[config.mk]
export PLATFORM = sky130hd
export DESIGN_NAME = dadda_mult4_pipe
export DESIGN_NICKNAME = d
export VERILOG_FILES = /design/src/rtl/dadda_mult4_pipe.sv
export SDC_FILE = /design/constraint.sdc
export NUM_CORES = 1
export LEC_CHECK = 0
export ABC_CLOCK_PERIOD_IN_PS = 4200
export BUFFER_PORTS_ARGS = -buffer_cell sky130_fd_sc_hd__buf_2
export CAP_MARGIN = 10
export CORE_MARGIN = 8
export CORE_UTILIZATION = 40
export DETAILED_ROUTE_END_ITERATION = 12
export GPL_TIMING_DRIVEN = 1
export PLACE_DENSITY = 0.63
export SLEW_MARGIN = 20
export SYNTH_ARGS = -nofsm -noshare
export SYNTH_HDL_FRONTEND = slang
export SYNTH_SLANG_ARGS = --single-unit
[constraint.sdc]
create_clock -name clk -period 4.2 [get_ports clk]
set_clock_uncertainty 0.15 [all_clocks]
set_input_delay 0.21 -clock clk [delete_from_list [all_inputs] [get_ports clk]]
set_output_delay 0.21 -clock clk [all_outputs]
set_load 0.1 [all_outputs]
[src/rtl/dadda_mult4_pipe.sv]
// dadda_mult4_pipe: registered 4x4 unsigned multiplier built from a Dadda reduction tree
module dadda_ha (
  input  logic x,
  input  logic y,
  output logic s,
  output logic co
);
  assign s  = x ^ y;
  assign co = x & y;
endmodule

module dadda_fa (
  input  logic x,
  input  logic y,
  input  logic z,
  output logic s,
  output logic co
);
  assign s  = x ^ y ^ z;
  assign co = (x & y) | (z & (x ^ y));
endmodule

module dadda_mult4_pipe (
  input  logic       clk,
  input  logic       rst,
  input  logic       in_valid,
  input  logic [3:0] a,
  input  logic [3:0] b,
  output logic [7:0] op,
  output logic       out_valid
);
  logic [3:0] a_r, b_r;
  logic       v0;
  logic [3:0] pp [4];
  logic       s3a, c4a, s4a, c5a;
  logic       s2, c3, s3, c4, s4, c5, s5, c6;
  logic [6:0] x, y, s, rc;
  logic [7:0] core;
  for (genvar i = 0; i < 4; i++) begin : g_pp
    assign pp[i] = a_r & {4{b_r[i]}};
  end
  // stage 1 brings the tallest columns (weights 3 and 4) down to height 3
  dadda_ha u_h3a (.x(pp[0][3]), .y(pp[1][2]), .s(s3a), .co(c4a));
  dadda_ha u_h4a (.x(pp[1][3]), .y(pp[2][2]), .s(s4a), .co(c5a));
  // stage 2 leaves every column at height 2 for the final adder
  dadda_ha u_h2 (.x(pp[0][2]), .y(pp[1][1]), .s(s2), .co(c3));
  dadda_fa u_f3 (.x(s3a), .y(pp[2][1]), .z(pp[3][0]), .s(s3), .co(c4));
  dadda_fa u_f4 (.x(s4a), .y(pp[3][1]), .z(c4a), .s(s4), .co(c5));
  dadda_fa u_f5 (.x(pp[2][3]), .y(pp[3][2]), .z(c5a), .s(s5), .co(c6));
  assign x = {pp[3][3], s5, s4, s3, s2, pp[0][1], pp[0][0]};
  assign y = {c6, c5, c4, c3, pp[2][0], pp[1][0], 1'b0};
  // both bit-7 row entries are zero, so the carry out of bit 6 is product bit 7
  dadda_ha u_r0 (.x(x[0]), .y(y[0]), .s(s[0]), .co(rc[0]));
  for (genvar i = 1; i < 7; i++) begin : g_rca
    dadda_fa u_r (.x(x[i]), .y(y[i]), .z(rc[i-1]), .s(s[i]), .co(rc[i]));
  end
  assign core = {rc[6], s};
  always_ff @(posedge clk or posedge rst) begin
    if (rst) begin
      a_r       <= '0;
      b_r       <= '0;
      v0        <= 1'b0;
      op        <= '0;
      out_valid <= 1'b0;
    end else begin
      a_r       <= a;
      b_r       <= b;
      v0        <= in_valid;
      op        <= core;
      out_valid <= v0;
    end
  end
endmodule

### After elaboration in Yosys (flattened, before gate mapping)

Index checks and enable logic that the tools add are counted.

| word-level totals | value |
|---|---|
| bits in writable memories | 0 |
| register bits after elaboration | 18 |
| memories kept | 0 |
| bits of input ports | 11 |
| latch bits | 0 |
| logic and storage cells | 57 |
| ROM bits | 0 |

| cells by class | value |
|---|---|
| add/subtract/negate cells | 0 |
| $lt $le $gt $ge | 0 |
| shift-type cells | 0 |
| bitwise gates (word level) | 52 |
| mux-type cells | 0 |
| equal/unequal tests | 0 |
| multipliers | 0 |
| divide/modulo/power cells | 0 |
| reductions and logical operators | 0 |

Operator list:

| operator | number |
|---|---|
| bitwise AND 1 bit | 20 |
| XOR 1 bit | 20 |
| bitwise AND 4 bit | 4 |
| bitwise OR 1 bit | 8 |

### Logic depth before layout (Yosys ltp)

| depth | value |
|---|---|
| word-level depth | 13 |
| gate-level depth with buffers | 9 |
| mapped depth without buffers | 9 |

### Hierarchy

A second synthesis with hierarchy kept.

| second synthesis, totals | value |
|---|---|
| cell total of the unflattened synthesis | 49 |
| area, all modules | 788.3 um^2 |

By module, submodules not included:

| module | sequential area each (um^2) | area an instance (um^2) | instances | cells an instance |
|---|---|---|---|---|
| dadda_mult4_pipe | 450.4 | 558.0 | 1 | 36 |
| dadda_fa | 0.0 | 20.0 | 9 | 1 |
| dadda_ha | 0.0 | 12.5 | 4 | 1 |

### Worst setup path after synthesis

Ideal clock, no wire load.

| path | value |
|---|---|
| path kind | register -> register |
| start point | register b_r[0] |
| end point | register op[6] |
| library setup time | 0.136 ns |
| arrival | 2.992 ns |
| period minus slack after synthesis | 3.277 ns |
| stages on the path, launching flop included | 10 |
| slack | 0.923 ns |
| required time | 3.914 ns |
| cells stage by stage | dfrtp_1 -> and2_1 -> ha_1 -> inv_1 -> fa_1 -> inv_1 -> fa_1 -> fa_1 -> fa_1 -> fa_1 |

| on the way | value |
|---|---|
| cells in the longest elaborated chain, start to end | 12 |
| elaborated cells between the ends (all ways) | 31 |
| classes of those cells | bitwise (31) |

RTL lines:

| item | RTL line | source |
|---|---|---|
| from (decl) | 32 | `logic [3:0] a_r, b_r;` |
| from (signal assigned) | 61 | `b_r <= '0;` |
| from (signal assigned) | 67 | `b_r <= b;` |
| bitwise AND 4 bit * | 40 | `assign pp[i] = a_r & {4{b_r[i]}};` |
| XOR 1 bit | 8 | `assign s = x ^ y;` |
| XOR 1 bit, on equally long branches | 20, 19 |  |
| bitwise AND 1 bit or XOR 1 bit (tied branches) | 20, 19 |  |
| bitwise OR 1 bit or XOR 1 bit (tied branches) | 20 | `assign co = (x & y) \| (z & (x ^ y));` |
| bitwise AND 1 bit | 20 |  |
| bitwise OR 1 bit | 20 |  |
| bitwise AND 1 bit | 20 |  |
| bitwise OR 1 bit | 20 |  |
| bitwise AND 1 bit | 20 |  |
| bitwise OR 1 bit * | 20 |  |
| XOR 1 bit * | 19 | `assign s = x ^ y ^ z;` |
| named net g_rca[6].u_r.s | 16 | `output logic s,` |
| to (signal assigned) | 69 | `op <= core;` |
| to (decl) | 29 | `output logic [7:0] op,` |

The timed path passes the listed nets; every way through them passes the cells marked *.

### Worst setup path after layout

| path | value |
|---|---|
| start point | register a_r[2] |
| end point | register op[6] |

| on the way | value |
|---|---|
| cells in the longest elaborated chain, start to end | 12 |
| elaborated cells between the ends (all ways) | 43 |
| classes of those cells | bitwise (43) |

RTL lines:

| item | RTL line | source |
|---|---|---|
| from (decl) | 32 |  |
| from (signal assigned) | 60 | `a_r <= '0;` |
| from (signal assigned) | 66 | `a_r <= a;` |
| bitwise AND 4 bit | 40 |  |
| XOR 1 bit | 8 |  |
| XOR 1 bit, on equally long branches | 20, 19 |  |
| bitwise AND 1 bit or XOR 1 bit (tied branches) | 20, 19 |  |
| bitwise OR 1 bit or XOR 1 bit (tied branches) | 20 |  |
| bitwise AND 1 bit | 20 |  |
| bitwise OR 1 bit | 20 |  |
| bitwise AND 1 bit | 20 |  |
| bitwise OR 1 bit | 20 |  |
| bitwise AND 1 bit | 20 |  |
| bitwise OR 1 bit | 20 |  |
| XOR 1 bit * | 19 |  |
| named net g_rca[6].u_r.s | 16 |  |

Marks and branches as above.

==> results.txt <==
Final instance area: 0.001022 mm2
Post-route ant nets: 0
Die ar.: 0.003587 mm2
Syn_nets: 73
CP Launch Type: register
Critical path's largest stage delay: 0.52 ns
Initial antenna violation count: 0
Post-DP Area: 899.6 um2
Remaining Overflow, GRT: 0
Initial core utilization: 0.4096
Synth Instances: 50
Sequential-to-total area share from yosys stat: 0.5844
Overall Global Routing Usage: 0.07644
Unrepaired setup endpoints after global routing: no
Number of post-CTS setup repair buffers: 0
PwrDens: 441.5 mW/mm2
TritonRoute pass-1 iters: 4
WS Path Type: register to register
Slew Viols, Final: 0
CP Max Fanout: 4
Worst-Margin Slew: 0.6346 ns
# port buffers: 19
Worst-path clk slew: 0.09 ns
Final setup fails: 0
Htree depth: 1
Avg Inst Size Synth: 15.41 um2
GP Congestion: 0.8205
Mapped cell area: 770.7 um2
Pleak: 0.5257 nW
Most common cell on crit path: fa_1
CTS Buf Count: 3
Final wirelength: 1.188 mm
Final setup TNS: 0 ns
First-pass GRT wire length: 2.007 mm
Part of the cycle the worst path needs: 0.8015
CTS resizes: 0
Vias in the first global route: 514
Dpl hpwl: 864.6 um
Hold WS: 0.2064 ns
Boundary pin count: 20
Vias: 473
Clock Sink Count: 18
Total core area: 0.001882 mm2
Ranking of synthesized cells by area: dfrtp_1 58%, fa_1 21%, and2_1 11%
DR iter-0 viols: 1
Fill cell count: 180
Fmax: 297.1 MHz
DR vias/cell: 4.339
Worst-case vdd ir drop: 220.5 uV
Fin util: 0.5432
Layout net count: 107
Synth top area share: 0.5844
Chip height: 59.90 um
Data required, critical path: 4.22 ns
Register Area: 450.4 um2
Status: finished clean
Worst path top cell family by delay: adder cells
FF+latch count, synth: 18
Final min period: 3.366 ns
CTS tree: yes
Num rows: 16
Yosys cell types: 6
Area of the multi-input gates: 305.3 um2
Ant. Diodes: 0
Relative slew slack: 0.5765
Clk_lat worst skew: 0.29 ns
CTS max path bufs: 2
Root Buffer Master: clkbuf_4
Pin count of the biggest net entering global routing: 19
Worst EP arrival: 3.39 ns
Maxcap violations: 0
Buf/Inv on CP: 2
CP max stage cell: fa_1
Element type at the critical path end: register
Leading area contributor after synthesis: dfrtp_1
WL per Instance: 10.90 um
DRC viols: 0
Share of cells above drive strength 1: 0.2683
Final number of hold-violating endpoints: 0
YS warnings: 0
Die Wd: 59.90 um
Hold WC Path Type: register to register
Synth-to-Final Area Change: 32.63%
Critical Path, Cell by Cell: and2_1 > ha_1 > inv_1 > fa_1 > inv_1 > fa_1 > fa_1 > fa_1 > fa_1
synthesized netlist by cell type:
master    n
dfrtp_1  18
and2_1   14
fa_1      8
ha_1      4
inv_1     4
nand2_1   2
per-layer routing:
| layer | up-vias | part of all wire | GRT usage |
|---|---|---|---|
| li1 | 216 | - | - |
| met1 | 238 | 0.37 | 0.06485 |
| met2 | 14 | 0.53 | 0.1369 |
| met3 | 5 | 0.071 | 0.03011 |
| met4 | 0 | 0.029 | 0.06122 |
| met5 | - | 0 | 0 |
final cells by class:
type / count / share of cell area
well taps: 27 / 0.03305
repair buffers: 29 / 0.1909
clock buffers: 3 / 0.02203
flip-flops and latches: 18 / 0.4406
multi-input cells: 28 / 0.2987
inverters: 4 / 0.01469
cells in the final DEF, fill, tap and decap left out:
| cell | netlist | final |
|---|---|---|
| ha_1 | 4 | 4 |
| inv_1 | 4 | 4 |
| fa_1 | 8 | 8 |
| buf_2 | 0 | 19 |
| and2_1 | 14 | 14 |
| nand2_1 | 2 | 2 |
| dlygate4sd3_1 | 0 | 10 |
| dfrtp_1 | 18 | 18 |
| clkbuf_4 | 0 | 3 |
worst paths after layout:
check | endpoint | startpoint | slack (ns) | cells after the start
hold reg to reg | out_valid | v0 | 0.21 | 0
setup reg to reg | op[6] | a_r[2] | 0.83 | 9
max in group asynchronous | op[2] | rst | 3.11 | 3
hold / removal | out_valid | v0 | 0.21 | 0
setup / recovery | op[6] | a_r[2] | 0.83 | 9
min in group asynchronous | out_valid | rst | 0.39 | 3
cells by family after synthesis:
group	share of synthesized area
adders and majority gates	0.2727
DFF	0.5844
and+or+nand+nor	0.1234
buffers and inverters	0.01947
power breakdown:
| part | internal, mW | switching (mW) | leakage, nW | total (mW) |
|---|---|---|---|---|
| logic | 0.0328 | 0.139 | 0.296 | 0.171 |
| clock network | 0.0334 | 0.0483 | 0.0138 | 0.0817 |
| registers | 0.192 | 0.00608 | 0.215 | 0.198 |
| total | 0.258 | 0.193 | 0.526 | 0.451 |
registers in the layout (all words and copies together) (netlist names):
name	cells
op	8
a_r	4
b_r	4
out_valid	1
v0	1
repair_timing:
item	4_1_cts	5_1_grt
hold buffers	10	0
hold endpoints to repair	27	0
endpoints found under the setup margin	0	0
stage by stage:
stage,setup slack [ns],instances,total power [mW]
after global routing,0.6944,109,0.4719
after floorplan,0.9228,50,0.3409
after detailed placement,0.8174,96,0.3689
after CTS,0.8062,109,0.4575
after global placement,0.8423,96,0.3671
final,0.8336,109,0.4513
(Power assumes the default switching activity.)
